$ cat config.mk
export PLATFORM = sky130hd
export DESIGN_NAME = fetch_queue_flat
export DESIGN_NICKNAME = d
export VERILOG_FILES = /design/src/rtl/fetch_queue_if.sv /design/src/rtl/fetch_queue.sv /design/src/flat_wrapper.sv
export SDC_FILE = /design/constraint.sdc
export NUM_CORES = 1
export LEC_CHECK = 0
export ABC_CLOCK_PERIOD_IN_PS = 7900
export CAP_MARGIN = 20
export CORE_MARGIN = 2
export CORE_UTILIZATION = 52
export DETAILED_ROUTE_END_ITERATION = 6
export PLACE_DENSITY_LB_ADDON = 0.25
export REMOVE_ABC_BUFFERS = 1
export SLEW_MARGIN = 20
export SYNTH_ARGS = -nofsm -noshare
export SYNTH_HDL_FRONTEND = slang
export SYNTH_SLANG_ARGS = --single-unit
$ cat constraint.sdc
create_clock -name clk -period 7.9 [get_ports clk]
set_input_delay 0.79 -clock clk [delete_from_list [all_inputs] [get_ports clk]]
set_output_delay 0.79 -clock clk [all_outputs]
set_load 0.01 [all_outputs]
$ cat src/rtl/fetch_queue_if.sv
// Fetch/decode boundary bundle: instruction-memory port, decode-side
// control (pop, redirect, exception entry, eret) and the prefetch FIFO head.
`timescale 1ns/1ps

interface fetch_queue_if #(
    parameter int DEPTH = 4
);
    localparam int CNT_W = $clog2(DEPTH) + 1;

    logic [31:0]      i_addr;
    logic [31:0]      i_instr;
    logic             d_ready;
    logic             redirect;
    logic [31:0]      redirect_pc;
    logic             req;
    logic             eret;
    logic [31:0]      epc;
    logic             q_valid;
    logic [31:0]      q_pc;
    logic [31:0]      q_instr;
    logic [4:0]       q_exccode;
    logic             q_bd;
    logic [CNT_W-1:0] q_count;

    // Fetch stage side: owns the PC and the FIFO head.
    modport master (
        output i_addr,
        input  i_instr,
        input  d_ready, redirect, redirect_pc, req, eret, epc,
        output q_valid, q_pc, q_instr, q_exccode, q_bd, q_count
    );

    // Memory/decode side.
    modport slave (
        input  i_addr,
        output i_instr,
        output d_ready, redirect, redirect_pc, req, eret, epc,
        input  q_valid, q_pc, q_instr, q_exccode, q_bd, q_count
    );
endinterface

$ cat src/rtl/fetch_queue.sv
// Instruction fetch stage: owns the PC, fetches one word per cycle into a
// DEPTH-entry prefetch FIFO, tags address errors, and handles branch
// redirect (keeping exactly one delay slot), exception entry and eret.
`timescale 1ns/1ps

module fetch_queue #(
    parameter int          DEPTH    = 4,
    parameter logic [31:0] PC_RESET = 32'h0000_3000,
    parameter logic [31:0] PC_LOW   = 32'h0000_3000,
    parameter logic [31:0] PC_HIGH  = 32'h0000_6ffc,
    parameter logic [31:0] HANDLER  = 32'h0000_4180,
    parameter logic [31:0] NOP      = 32'h0000_0000
) (
    input  logic          clk,
    input  logic          reset,
    fetch_queue_if.master bus
);
    localparam int PTR_W = $clog2(DEPTH);
    localparam int CNT_W = PTR_W + 1;

    localparam logic [4:0] EXC_NONE = 5'd0;
    localparam logic [4:0] EXC_ADEL = 5'd4;

    typedef struct packed {
        logic [31:0] pc;
        logic [31:0] instr;
        logic [4:0]  exc;
    } entry_t;

    logic [31:0]      pc;
    logic [PTR_W-1:0] rd_ptr;
    logic [PTR_W-1:0] wr_ptr;
    logic [CNT_W-1:0] count;

    entry_t mem    [DEPTH];
    logic   bd_mem [DEPTH];

    logic             q_valid;
    logic             full;
    logic             pop;
    logic             fetch;
    logic             adel;
    logic             do_flush;
    logic             do_redir;
    logic             keep_one;
    logic             push;
    logic [PTR_W-1:0] rd_next;
    entry_t           fetch_ent;

    assign q_valid  = (count != '0);
    assign full     = (count == CNT_W'(DEPTH));
    assign pop      = bus.d_ready && q_valid;
    assign fetch    = !full || pop;
    assign rd_next  = rd_ptr + PTR_W'(1);

    // Misaligned, below or above the legal window (covers PC wrap-around).
    assign adel      = (pc[1:0] != 2'b00) || (pc < PC_LOW) || (pc > PC_HIGH);
    assign fetch_ent = {pc, (adel ? NOP : bus.i_instr), (adel ? EXC_ADEL : EXC_NONE)};

    // req and eret flush everything; a redirect only counts with a real pop.
    assign do_flush = bus.req || bus.eret;
    assign do_redir = !do_flush && pop && bus.redirect;
    // After popping the branch, an older fetched entry survives as the delay slot.
    assign keep_one = do_redir && (count > CNT_W'(1));
    // The fetched word is written unless flushed or superseded by a kept delay slot.
    assign push     = !reset && !do_flush && fetch && !keep_one;

    // FIFO storage writes: new fetch at the tail, delay-slot mark on a kept entry.
    // NOTE: storage has no reset; count alone decides validity and the head is masked while empty.
    always_ff @(posedge clk) begin
        if (push) begin
            mem[wr_ptr]    <= fetch_ent;
            bd_mem[wr_ptr] <= do_redir;
        end
        if (keep_one) begin
            bd_mem[rd_next] <= 1'b1;
        end
    end

    // PC, pointers and occupancy, in priority order reset > req > eret > redirect > normal.
    // NOTE: sequential state uses non-blocking assignments so every register samples pre-edge values.
    always_ff @(posedge clk) begin
        if (reset) begin
            pc     <= PC_RESET;
            rd_ptr <= '0;
            wr_ptr <= '0;
            count  <= '0;
        end else if (do_flush) begin
            pc     <= bus.req ? HANDLER : bus.epc;
            rd_ptr <= '0;
            wr_ptr <= '0;
            count  <= '0;
        end else if (do_redir) begin
            pc     <= bus.redirect_pc;
            rd_ptr <= rd_next;
            count  <= CNT_W'(1);
            if (keep_one) begin
                wr_ptr <= rd_next + PTR_W'(1);
            end else begin
                wr_ptr <= wr_ptr + PTR_W'(1);
            end
        end else begin
            if (fetch) begin
                pc     <= pc + 32'd4;
                wr_ptr <= wr_ptr + PTR_W'(1);
            end
            if (pop) begin
                rd_ptr <= rd_next;
            end
            case ({fetch, pop})
                2'b10:   count <= count + CNT_W'(1);
                2'b01:   count <= count - CNT_W'(1);
                default: count <= count;
            endcase
        end
    end

    assign bus.i_addr    = pc;
    assign bus.q_valid   = q_valid;
    assign bus.q_count   = count;
    assign bus.q_pc      = q_valid ? mem[rd_ptr].pc    : 32'h0;
    assign bus.q_instr   = q_valid ? mem[rd_ptr].instr : NOP;
    assign bus.q_exccode = q_valid ? mem[rd_ptr].exc   : EXC_NONE;
    assign bus.q_bd      = q_valid ? bd_mem[rd_ptr]    : 1'b0;
endmodule
$ cat src/flat_wrapper.sv
// flat-port wrapper written by rule: the top's interface ports become plain ports
module fetch_queue_flat 
#(
    parameter int          DEPTH    = 4,
    parameter logic [31:0] PC_RESET = 32'h0000_3000,
    parameter logic [31:0] PC_LOW   = 32'h0000_3000,
    parameter logic [31:0] PC_HIGH  = 32'h0000_6ffc,
    parameter logic [31:0] HANDLER  = 32'h0000_4180,
    parameter logic [31:0] NOP      = 32'h0000_0000
)
  (clk, reset, bus_i_addr, bus_i_instr, bus_d_ready, bus_redirect, bus_redirect_pc, bus_req, bus_eret, bus_epc, bus_q_valid, bus_q_pc, bus_q_instr, bus_q_exccode, bus_q_bd, bus_q_count);
  fetch_queue_if #(.DEPTH(DEPTH)) bus_i ();
  input  logic clk;
  input  logic reset;
  output wire logic [$bits(bus_i.i_addr)-1:0] bus_i_addr;
  input wire logic [$bits(bus_i.i_instr)-1:0] bus_i_instr;
  input wire logic [$bits(bus_i.d_ready)-1:0] bus_d_ready;
  input wire logic [$bits(bus_i.redirect)-1:0] bus_redirect;
  input wire logic [$bits(bus_i.redirect_pc)-1:0] bus_redirect_pc;
  input wire logic [$bits(bus_i.req)-1:0] bus_req;
  input wire logic [$bits(bus_i.eret)-1:0] bus_eret;
  input wire logic [$bits(bus_i.epc)-1:0] bus_epc;
  output wire logic [$bits(bus_i.q_valid)-1:0] bus_q_valid;
  output wire logic [$bits(bus_i.q_pc)-1:0] bus_q_pc;
  output wire logic [$bits(bus_i.q_instr)-1:0] bus_q_instr;
  output wire logic [$bits(bus_i.q_exccode)-1:0] bus_q_exccode;
  output wire logic [$bits(bus_i.q_bd)-1:0] bus_q_bd;
  output wire logic [$bits(bus_i.q_count)-1:0] bus_q_count;
  assign bus_i_addr = bus_i.i_addr;
  assign bus_i.i_instr = bus_i_instr;
  assign bus_i.d_ready = bus_d_ready;
  assign bus_i.redirect = bus_redirect;
  assign bus_i.redirect_pc = bus_redirect_pc;
  assign bus_i.req = bus_req;
  assign bus_i.eret = bus_eret;
  assign bus_i.epc = bus_epc;
  assign bus_q_valid = bus_i.q_valid;
  assign bus_q_pc = bus_i.q_pc;
  assign bus_q_instr = bus_i.q_instr;
  assign bus_q_exccode = bus_i.q_exccode;
  assign bus_q_bd = bus_i.q_bd;
  assign bus_q_count = bus_i.q_count;
  fetch_queue #(.DEPTH(DEPTH), .PC_RESET(PC_RESET), .PC_LOW(PC_LOW), .PC_HIGH(PC_HIGH), .HANDLER(HANDLER), .NOP(NOP)) u_core (.clk(clk), .reset(reset), .bus(bus_i));
endmodule
# ---- Word level (Yosys, flattened, before mapping)
# Memories as Yosys holds them, arrays and structs flattened. A register that Yosys moved wholly into a read port is not among the register bits.
# Cells that the tools add are included.
dict set report word_totals {
  register_bits 39
  mem_bits_rw 272
  input_bits 102
  output_inout_bits 106
  elab_cells 72
  memories 2
}
dict set report op_classes {
  n_addsub 6
  order_cmp 3
  eq_ne 3
  muxes 28
  n_reduce_logical 25
}
# memory words width read_ports rd_clocked_by_memory_dff wr line
set mem_list {}
lappend mem_list {u_core.mem 4 67 1 1 1 fetch_queue.sv:35} ;# entry_t mem [DEPTH];
lappend mem_list {u_core.bd_mem 4 1 1 1 1 fetch_queue.sv:36} ;# logic bd_mem [DEPTH];
# cell count
set op_table {}
lappend op_table {{32-bit two-way mux} 7}
lappend op_table {{32-bit by 3-bit adder with 32-bit output, second input constant} 1}
lappend op_table {{32-bit by 15-bit > comparator with 1-bit output, second input constant} 1}
lappend op_table {{32-bit by 14-bit < comparator with 1-bit output, second input constant} 1}
lappend op_table {{2-bit two-way mux} 10}
lappend op_table {{3-bit nonzero test} 3}
lappend op_table {{1-bit two-way mux} 8}
lappend op_table {{2-bit nonzero test} 4}
lappend op_table {{1-bit logical AND} 7}
lappend op_table {{2-bit by 1-bit adder with 2-bit output, second input constant} 3}
lappend op_table {{3-bit one-hot mux with 2 select lines} 1}
lappend op_table {{5-bit two-way mux} 1}
lappend op_table {{1-bit logical NOT} 4}
lappend op_table {{1-bit logical OR} 4}
lappend op_table {{3-bit by 1-bit adder with 3-bit output, second input constant} 1}
lappend op_table {{3-bit equality test, second input constant} 1}
lappend op_table {{3-bit by 1-bit > comparator with 1-bit output, second input constant} 1}
lappend op_table {{3-bit two-way mux} 1}
lappend op_table {{3-bit OR reduction} 1}
lappend op_table {{3-bit by 1-bit subtractor with 3-bit output, second input constant} 1}
lappend op_table {{2-bit by 1-bit equality test with 1-bit output, second input constant} 1}
lappend op_table {{2-bit equality test, second input constant} 1}
lappend op_table {{2-bit OR reduction} 1}
lappend op_table {{1-bit OR reduction} 1}

# ---- Longest topological paths before layout
# Gate-level depths: netlist of run 1.
dict set report logic_depth {
  word_depth 10
  ltp_mapped 10
  ltp_nobuf 9
}

# ---- Worst setup path before layout of run 1
# No wires, ideal clock.
dict set report synth_path {
  path_type {input to register}
  start {input bus_req}
  end {memory u_core.mem[0][10] in the netlist's numbering (enable)}
  setup_ns 0.430
  arrival_time_ns 3.256
  required_time_ns 7.470
  path_slack_ns 4.214
  stages 5
  n_path_buf 1
  path_cell_list {clkbuf_1 nor2_1 o2111ai_1 and3_1 and2_1}
}
dict set report synth_between {
  elab_chain_cells 9
  elab_cells_between_ends 11
  classes_between {mux: 2; reduce/logical: 9}
}
# element line
set synth_lines {}
lappend synth_lines {{start: declaration} flat_wrapper.sv:20} ;# input wire logic [$bits(bus_i.req)-1:0] bus_req;
lappend synth_lines {{1-bit logical OR *} fetch_queue.sv:61} ;# assign do_flush = bus.req || bus.eret;
lappend synth_lines {{1-bit logical NOT *} {fetch_queue.sv:62, fetch_queue.sv:66}}
lappend synth_lines {{1-bit logical AND (2 in a row)} fetch_queue.sv:62} ;# assign do_redir = !do_flush && pop && bus.redirect;
lappend synth_lines {{1-bit logical AND} fetch_queue.sv:64} ;# assign keep_one = do_redir && (count > CNT_W'(1));
lappend synth_lines {{1-bit logical NOT} fetch_queue.sv:66} ;# assign push = !reset && !do_flush && fetch && !keep_one;
lappend synth_lines {{1-bit logical AND *} fetch_queue.sv:66}
lappend synth_lines {{1-bit two-way mux *} fetch_queue.sv:71} ;# if (push) begin
lappend synth_lines {{1-bit two-way mux (implied by the code) *} fetch_queue.sv:72} ;# mem[wr_ptr] <= fetch_ent;
lappend synth_lines {{end: declaration} fetch_queue.sv:35}
# Every way passes the cells marked *; elsewhere a longest branch is shown, timed or not.

# ---- Worst setup path after layout of run 1
dict set report layout_path {
  start {register u_core.count[0], in the netlist u_core.bus.q_count[0]}
  end {output bus_q_pc[15]}
}
dict set report layout_between {
  elab_chain_cells 2
}
# element line
set layout_lines {}
lappend layout_lines {{start: declaration} fetch_queue.sv:33} ;# logic [CNT_W-1:0] count;
lappend layout_lines {{start signal: assignment} fetch_queue.sv:111} ;# 2'b10: count <= count + CNT_W'(1);
lappend layout_lines {{start signal: assignment} fetch_queue.sv:112} ;# 2'b01: count <= count - CNT_W'(1);
lappend layout_lines {{start signal: assignment} fetch_queue.sv:113} ;# default: count <= count;
lappend layout_lines {{3-bit nonzero test} fetch_queue.sv:50} ;# assign q_valid = (count != '0);
lappend layout_lines {{32-bit two-way mux} fetch_queue.sv:121} ;# assign bus.q_pc = q_valid ? mem[rd_ptr].pc : 32'h0;
lappend layout_lines {{end: declaration} flat_wrapper.sv:24} ;# output wire logic [$bits(bus_i.q_pc)-1:0] bus_q_pc;
# No other way between the ends.

==> results of run 1 <==
-- through the flow --
step	worst slack, ns	utilization, %	total power [W]	hold WS (ns)
finish	3.49	64.9	0.00340	0.588
detailed placement	3.65	61.2	0.00207	0.569
global route	3.27	64.9	0.00350	0.613
floorplan	3.47	-	0.00193	0.514
CTS	3.68	64.9	0.00342	0.578
global placement	3.71	61.2	0.00207	0.550
-- power by group --
part	switching [W]	internal [W]	leakage [nW]	total, W
sequential	0.0000269	0.00178	2.83	0.00181
combinational	0.000112	0.000121	2.11	0.000233
clock	0.000554	0.000805	0.457	0.00136
total	0.000692	0.00270	5.39	0.00340
-- layout by cell type, fill, tap and decap left out, types with 4 or more instances in the layout --
cell type / instances
conb_1: 4
ha_1: 8
dfxtp_1: 39
a21oi_1: 19
and2_1: 100
a221oi_1: 4
a22oi_1: 4
mux2i_1: 4
nor2_1: 41
mux4_2: 66
o221ai_1: 6
xnor2_1: 9
nand3_1: 19
a211oi_1: 9
o22ai_1: 12
nor3_1: 18
xor2_1: 8
nor4_1: 7
and2_4: 4
and3_1: 7
nand3b_1: 4
edfxtp_1: 264
nand4_1: 9
o21ai_0: 13
nor2b_1: 5
buf_4: 6
clkinv_1: 4
clkbuf_1: 12
clkbuf_16: 29
nand2_1: 46
clkdlybuf4s50_1: 203
inv_1: 11
-- layer usage --
layer	up-vias	track usage, %
met5	-	0
met4	0	7.23
met3	51	4.37
met2	478	37.3
met1	4103	33.2
li1	3729	-
-- worst max-delay path, delay by kind of cell, from the launching register on --
kind | cells | cell delay, ns
adder cells (fa/ha/maj) | 1 | 0.25
buffers and inverters | 3 | 1.43
AND/OR/NAND/NOR | 2 | 0.95
flip-flops | 1 | 0.38
-- state kept, by name (all words and copies together) (netlist names), named ones only --
signal and flops:
u_core.bd_mem 4, u_core.mem 260, u_core.bus.i_addr 32, u_core.rd_ptr 2, u_core.bus.q_count 3, u_core.wr_ptr 2
-- final timing paths --
path / depth (start not counted) / end / from / slack [ns]
worst min-delay path: 0 / u_core.mem[0][66] / u_core.bus.i_addr[31] / 0.59
worst max-delay path: 6 / bus_q_pc[15] / u_core.bus.q_count[0] / 3.49
worst min register to register: 0 / u_core.mem[0][66] / u_core.bus.i_addr[31] / 0.59
worst max register to register: 7 / u_core.mem[1][46] / u_core.bus.q_count[0] / 3.65
-- layout make-up --
type,instances,area [sq um],share of cell area [%]
clock buffers,44,812,4.94
clock inverters,10,129,0.784
inverters,14,53.8,0.327
multi-input cells,494,4200,25.5
flip-flops and latches,305,8760,53.3
well taps,330,413,2.51
repair buffers,209,2080,12.6
-- kinds of logic (layout without fill, tap and decap cells) --
kind of cell,count (synthesis),after routing
fa+ha+maj,8,8
other cells,1,4
flops,305,305
xor+xnor,17,17
buf+inv,97,277
mux,72,72
simple gates,286,286
compound gates,107,107
==> metrics.md, run 1 <==
| Metric | Value |
|---|---|
| Routed vias/inst | 5.95 |
| Drt first pass iters | 7 |
| Synth area leaders | edfxtp_1, mux4_2, dfxtp_1 |
| Skew final | around 0.014 ns |
| WL met1 | 12800 microns |
| CTS tree | done |
| Final worst-path cycle share | between 50% and 60% |
| Initial core utilization | 53.2% |
| Largest area contributor in the netlist | edfxtp_1 |
| Synth Area in Simple Gates | 12.0% |
| Critical path peak fanout | 76 |
| Pleak | 5.39 nW |
| Antenna violations before repair | 0 |
| Routed wire length | between 30000 and 40000 microns |
| Cells after DPL | between 1000 and 1500 |
| Final hold vios | 0 |
| Share of cells above drive strength 1 | 12.8% |
| Most used DFF post-synth | edfxtp_1 |
| Syn avg cell area | 15.1 sq um |
| Crit path kind | reg2out |
| Area after DPL | 15500 sq um |
| Cts repair resizes | 0 |
| Crit path DAT | 3.62 ns |
| Die span in x | 165 microns |
| Max layer used | met4 |
| GRT Total Usage | 23.4% |
| CTS H-tree lvls | 1 |
| Non-filler cells, final | 1406 |
| Post-Synth XOR/XNOR Area | 1.11% |
| Vias | 8361 |
| # IOs | ~210 |
| First-pass GRT wire length | around 48000 microns |
| Crit end category | output pin |
| Routed wl met2 | 14700 microns |
| Largest net degree at the start of global routing | 77 |
| Max_slew headroom | between 20% and 30% |
| Tmin final | 4.41 ns |
| DRC Markers | 0 |
| Register area share after synthesis | 64.9% |
| Fillers | 1837 |
| Rows | a little under 60 |
| Peak Freq | 227 MHz |
| Crit path cell chain | inv_1 > ha_1 > nor2b_1 > clkinv_2 > and2_1 > clkdlybuf4s50_1 |
| Syn Std Cell Area | about 13000 sq um |
| WL met3 | 2920 microns |
| Clk buf depth | 3 |
| CTS Sinks | 305 |
| Clock Latency Late Sink | approximately 0.54 ns |
| Die height | around 160 microns |
| Synth Area in Compound Gates | 5.58% |
| Clk slew on worst S/H paths | approximately 0.060 ns |
| Area Overhead vs Synth | 22.0% |
| RSZ-0062 raised after global routing | no |
| Commonest cells post-synth | edfxtp_1, and2_1, mux4_2 |
| Setup TNS | 0 ns |
| Post-synth ARST share | 0% |
| Antenna cells | 0 |
| P per Cell Area | about 210 nW/um^2 |
| CP max-delay cell | clkinv_2 |
| Post-Synth Adder-Cell Area | 0.743% |
| Die area | 27200 sq um |
| Detailed router's first-iteration violation count | between 600 and 700 |
| Final setup viols | 0 |
| Total Nets Final | 1163 |
| GP Congestion | 0.900 |
| Worst path required time | a little over 7 ns |
| DRT antenna net count | 0 |
| MaxCap Viol Count | 0 |
| Largest stage delay on the critical path | 0.85 ns |
| Post-Syn Instances | between 800 and 900 |
| Hold-fix buffers, CTS | 0 |
| Max-slew violation count | 0 |
| EDFF count, synth | roughly 260 |
| Core ar. | 25300 sq um |
| Peak VDD IR | 0.212 mV |
| Aggregate global routing overflow | 0 |
| Area share of the largest cell type after synthesis | 58.8% |
| HPWL Detailed | 19600 microns |
| Port Buffer Count | 203 |
| Avg WL per Cell | 22.2 microns |
| Multiplexer share of the synthesized area | 11.5% |
| CP Launch Type | flop |
| Status | complete, no violations |
| Largest family of logic cells by synthesized area | simple AND/OR/NAND/NOR gates |
| Number of global-route vias before repair | 8297 |
| CTS Buf Count | 29 |
| Synth Register Bits | 305 |
| Unique cell type count in the Yosys netlist | 75 |
| Final instance area | 16400 sq um |
| Root Driver | clkbuf_16 |
| Count leader, synth | edfxtp_1 |
| Slew @ Worst Pin | 1.05 ns |
| Ys Warns | 0 |
| Hold WC Path Type | reg2reg |
| Post-CTS setup buffers | 0 |
(Power assumes the default switching activity.)
==> run 2, diff against run 1 <==
--- a/config.mk
+++ b/config.mk
@@ -5,7 +5,7 @@
 export SDC_FILE = /design/constraint.sdc
 export NUM_CORES = 1
 export LEC_CHECK = 0
-export ABC_CLOCK_PERIOD_IN_PS = 7900
+export ABC_CLOCK_PERIOD_IN_PS = 4500
 export CAP_MARGIN = 20
 export CORE_MARGIN = 2
 export CORE_UTILIZATION = 52
==> constraint.sdc (replaced) <==
create_clock -name clk -period 4.5 [get_ports clk]
set_input_delay 0.45 -clock clk [delete_from_list [all_inputs] [get_ports clk]]
set_output_delay 0.45 -clock clk [all_outputs]
set_load 0.01 [all_outputs]
==> metrics.md, run 2 (synthesis gave the netlist of run 1 again) <==
| Metric | Value |
|---|---|
| Pleak | 5.41 nW (+0.32%) |
| P per Cell Area | 358 nW/um^2 (+73%) |
| Switching share of power | 21.1% (+0.76 points) |
| Post-CTS setup buffers | 0 (unchanged) |
| Crit end category | output pin |
| Area Overhead vs Synth | 22.1% |
| Routed wire length | 30800 microns (-1.4%) |
| Setup TNS | 0 ns (unchanged) |
| Die area | 27200 sq um (unchanged) |
| Comb pwr share | 7.0% (+0.2 points) |
| Crit path DAT | 3.23 ns (-0.39 ns) |
| Max-slew violation count | 0 (unchanged) |
| Total Nets Final | 1168 (+0.43%) |
| # IOs | 208 (unchanged) |
| RSZ-0062 raised after global routing | no |
| Worst R2R Start | u_core.bus.q_count[0] |
| Peak VDD IR | 0.231 mV (+8.8%) |
| Crit path from | u_core.bus.q_count[0] |
| Crit path cell chain | inv_1 > ha_1 > nor2b_1 > inv_2 > buf_4 > and2_1 > clkdlybuf4s50_1 |
| First-pass GRT wire length | 47100 microns (-1.8%) |
| HP Start | bus_epc[3] |
| DRT antenna net count | 0 (unchanged) |
| Cts repair resizes | 0 (unchanged) |
| Worst path required time | 4.05 ns (-3.06 ns) |
| Status | complete, no violations |
| Setup slack, reg-to-reg | 1.12 ns (-2.53 ns) |
| Clock share of power | 39.2% (-0.8 points) |
| Slew @ Worst Pin | 1.02 ns (-0.0332 ns) |
| Antenna violations before repair | 0 (unchanged) |
| Vias | 8268 (-1.1%) |
| Aggregate global routing overflow | 0 (unchanged) |
| Most flops, register | u_core.mem |
| Cells after DPL | 1356 (+0.30%) |
| Commonest non-fill, non-tap cells in the layout | edfxtp_1, clkdlybuf4s50_1, and2_1, mux4_2, nand2_1 |
| Clock Latency Late Sink | 0.55 ns (about the same) |
| Root Driver | clkbuf_16 |
| Util after Layout | 65.0% (+0.069 points) |
| Cell internal pwr | 0.00464 W (+72%) |
| CTS H-tree lvls | 1 (unchanged) |
| Non-filler cells, final | 1411 (+0.36%) |
| Routed vias/inst | 5.86 (-1.5%) |
| Hold_ws | 0.462 ns (-0.126 ns) |
| Largest stage delay on the critical path | 0.53 ns (-0.32 ns) |
| MaxCap Viol Count | 0 (unchanged) |
| CTS Buf Count | 30 (+3.4%) |
| Max reg flops | 260 (unchanged) |
| Initial core utilization | 53.2% (unchanged) |
| Critical path peak fanout | 43 (-43%) |
| Final hold vios | 0 (unchanged) |
| Tmin final | 3.68 ns |
| HPWL Detailed | 19500 microns (-0.83%) |
| Final setup viols | 0 (unchanged) |
| CP Launch Type | flop |
| Avg WL per Cell | 21.8 microns (-1.8%) |
| GP Congestion | 0.914 (+1.5%) |
| CTS tree | done |
| NetSw | 0.00125 W (+80%) |
| Antenna cells | 0 (unchanged) |
| Rows | 58 (unchanged) |
| Port Buffer Count | 203 (unchanged) |
| Flop pwr share | 53.8% (+0.7 points) |
| Drt first pass iters | 5 (-2) |
| DRC Markers | 0 (unchanged) |
| Peak Freq | 272 MHz |
| Delay-heaviest family, CP | buffers and inverters |
| Die height | 165 microns (unchanged) |
| GRT Total Usage | 23.0% (-0.39 points) |
| Share of cells above drive strength 1 | 13.6% (+0.77 points) |
| Commonest non-fill, non-tap cell in the layout | edfxtp_1 |
| Crit path kind | reg2out |
| CTS Sinks | 305 (unchanged) |
| Max_slew headroom | 32.1% (+2.5 points) |
| Number of global-route vias before repair | 8142 (-1.9%) |
| Clk buf depth | 3 (unchanged) |
| Core ar. | 25300 sq um (unchanged) |
| Largest net degree at the start of global routing | 67 (-13%) |
| Die span in x | 165 microns (unchanged) |
| Detailed router's first-iteration violation count | 780 (+14%) |
| Worst path bufs/invs | 4 (+1) |
| Hold WC Path Type | in2reg |
| Final worst-path cycle share | 81.8% |
| Skew final | 0.0204 ns (+0.00636 ns) |
| Clk slew on worst S/H paths | 0.06 ns (about the same) |
| CP max-delay cell | inv_2 |
| Hold-fix buffers, CTS | 0 (unchanged) |
run 2: worst paths after layout:
kind              cells past startpoint                     to
setup reg to reg                      9  u_core.bus.i_addr[30]
hold / removal                        3   u_core.bus.i_addr[3]
hold reg to reg                       2       u_core.wr_ptr[0]
setup / recovery                      7       bus_q_exccode[2]
run 2: tightest hold or removal path: stages:
cell             delay, ns
clkdlybuf4s50_1       0.39
nand2_1               0.06
a21oi_1               0.05
run 2: cell type report:
cell class	instances	area [sq um]
Clock inverter	14	73.8
Fill cell	1794	8870
Timing Repair Buffer	213	2120
Sequential cell	305	8760
Tap cell	330	413
Clock buffer	41	843
Multi-Input combinational cell	494	4200
Inverter	14	52.6
run 2: per-layer routing:
metal  routed length, microns  share of wire, %  global-route usage, %
met1                    13200                43                   33.0
met2                    14400                47                   37.4
met3                     2630               8.5                   4.02
met4                      546               1.8                   5.22
met5                        0                 0                      0
run 2: stage by stage:
stage	power [W]	area (sq um)	worst slack [ns]
CTS	0.00591	16500	0.812
global route	0.00606	16500	0.564
finish	0.00589	16500	0.817
global placement	0.00363	15500	1.22
floorplan	0.00338	13000	0.405
detailed placement	0.00364	15500	1.15
run 2: power by group through the flow:
| stage | Clock (W) | Combinational, W | Sequential, W |
|---|---|---|---|
| after floorplan | 0 | 0.000167 | 0.00322 |
| after global placement | 0 | 0.000406 | 0.00322 |
| after detailed placement | 0 | 0.000409 | 0.00323 |
| after CTS | 0.00233 | 0.000412 | 0.00317 |
| after global routing | 0.00245 | 0.000442 | 0.00317 |
| final | 0.00231 | 0.000412 | 0.00317 |
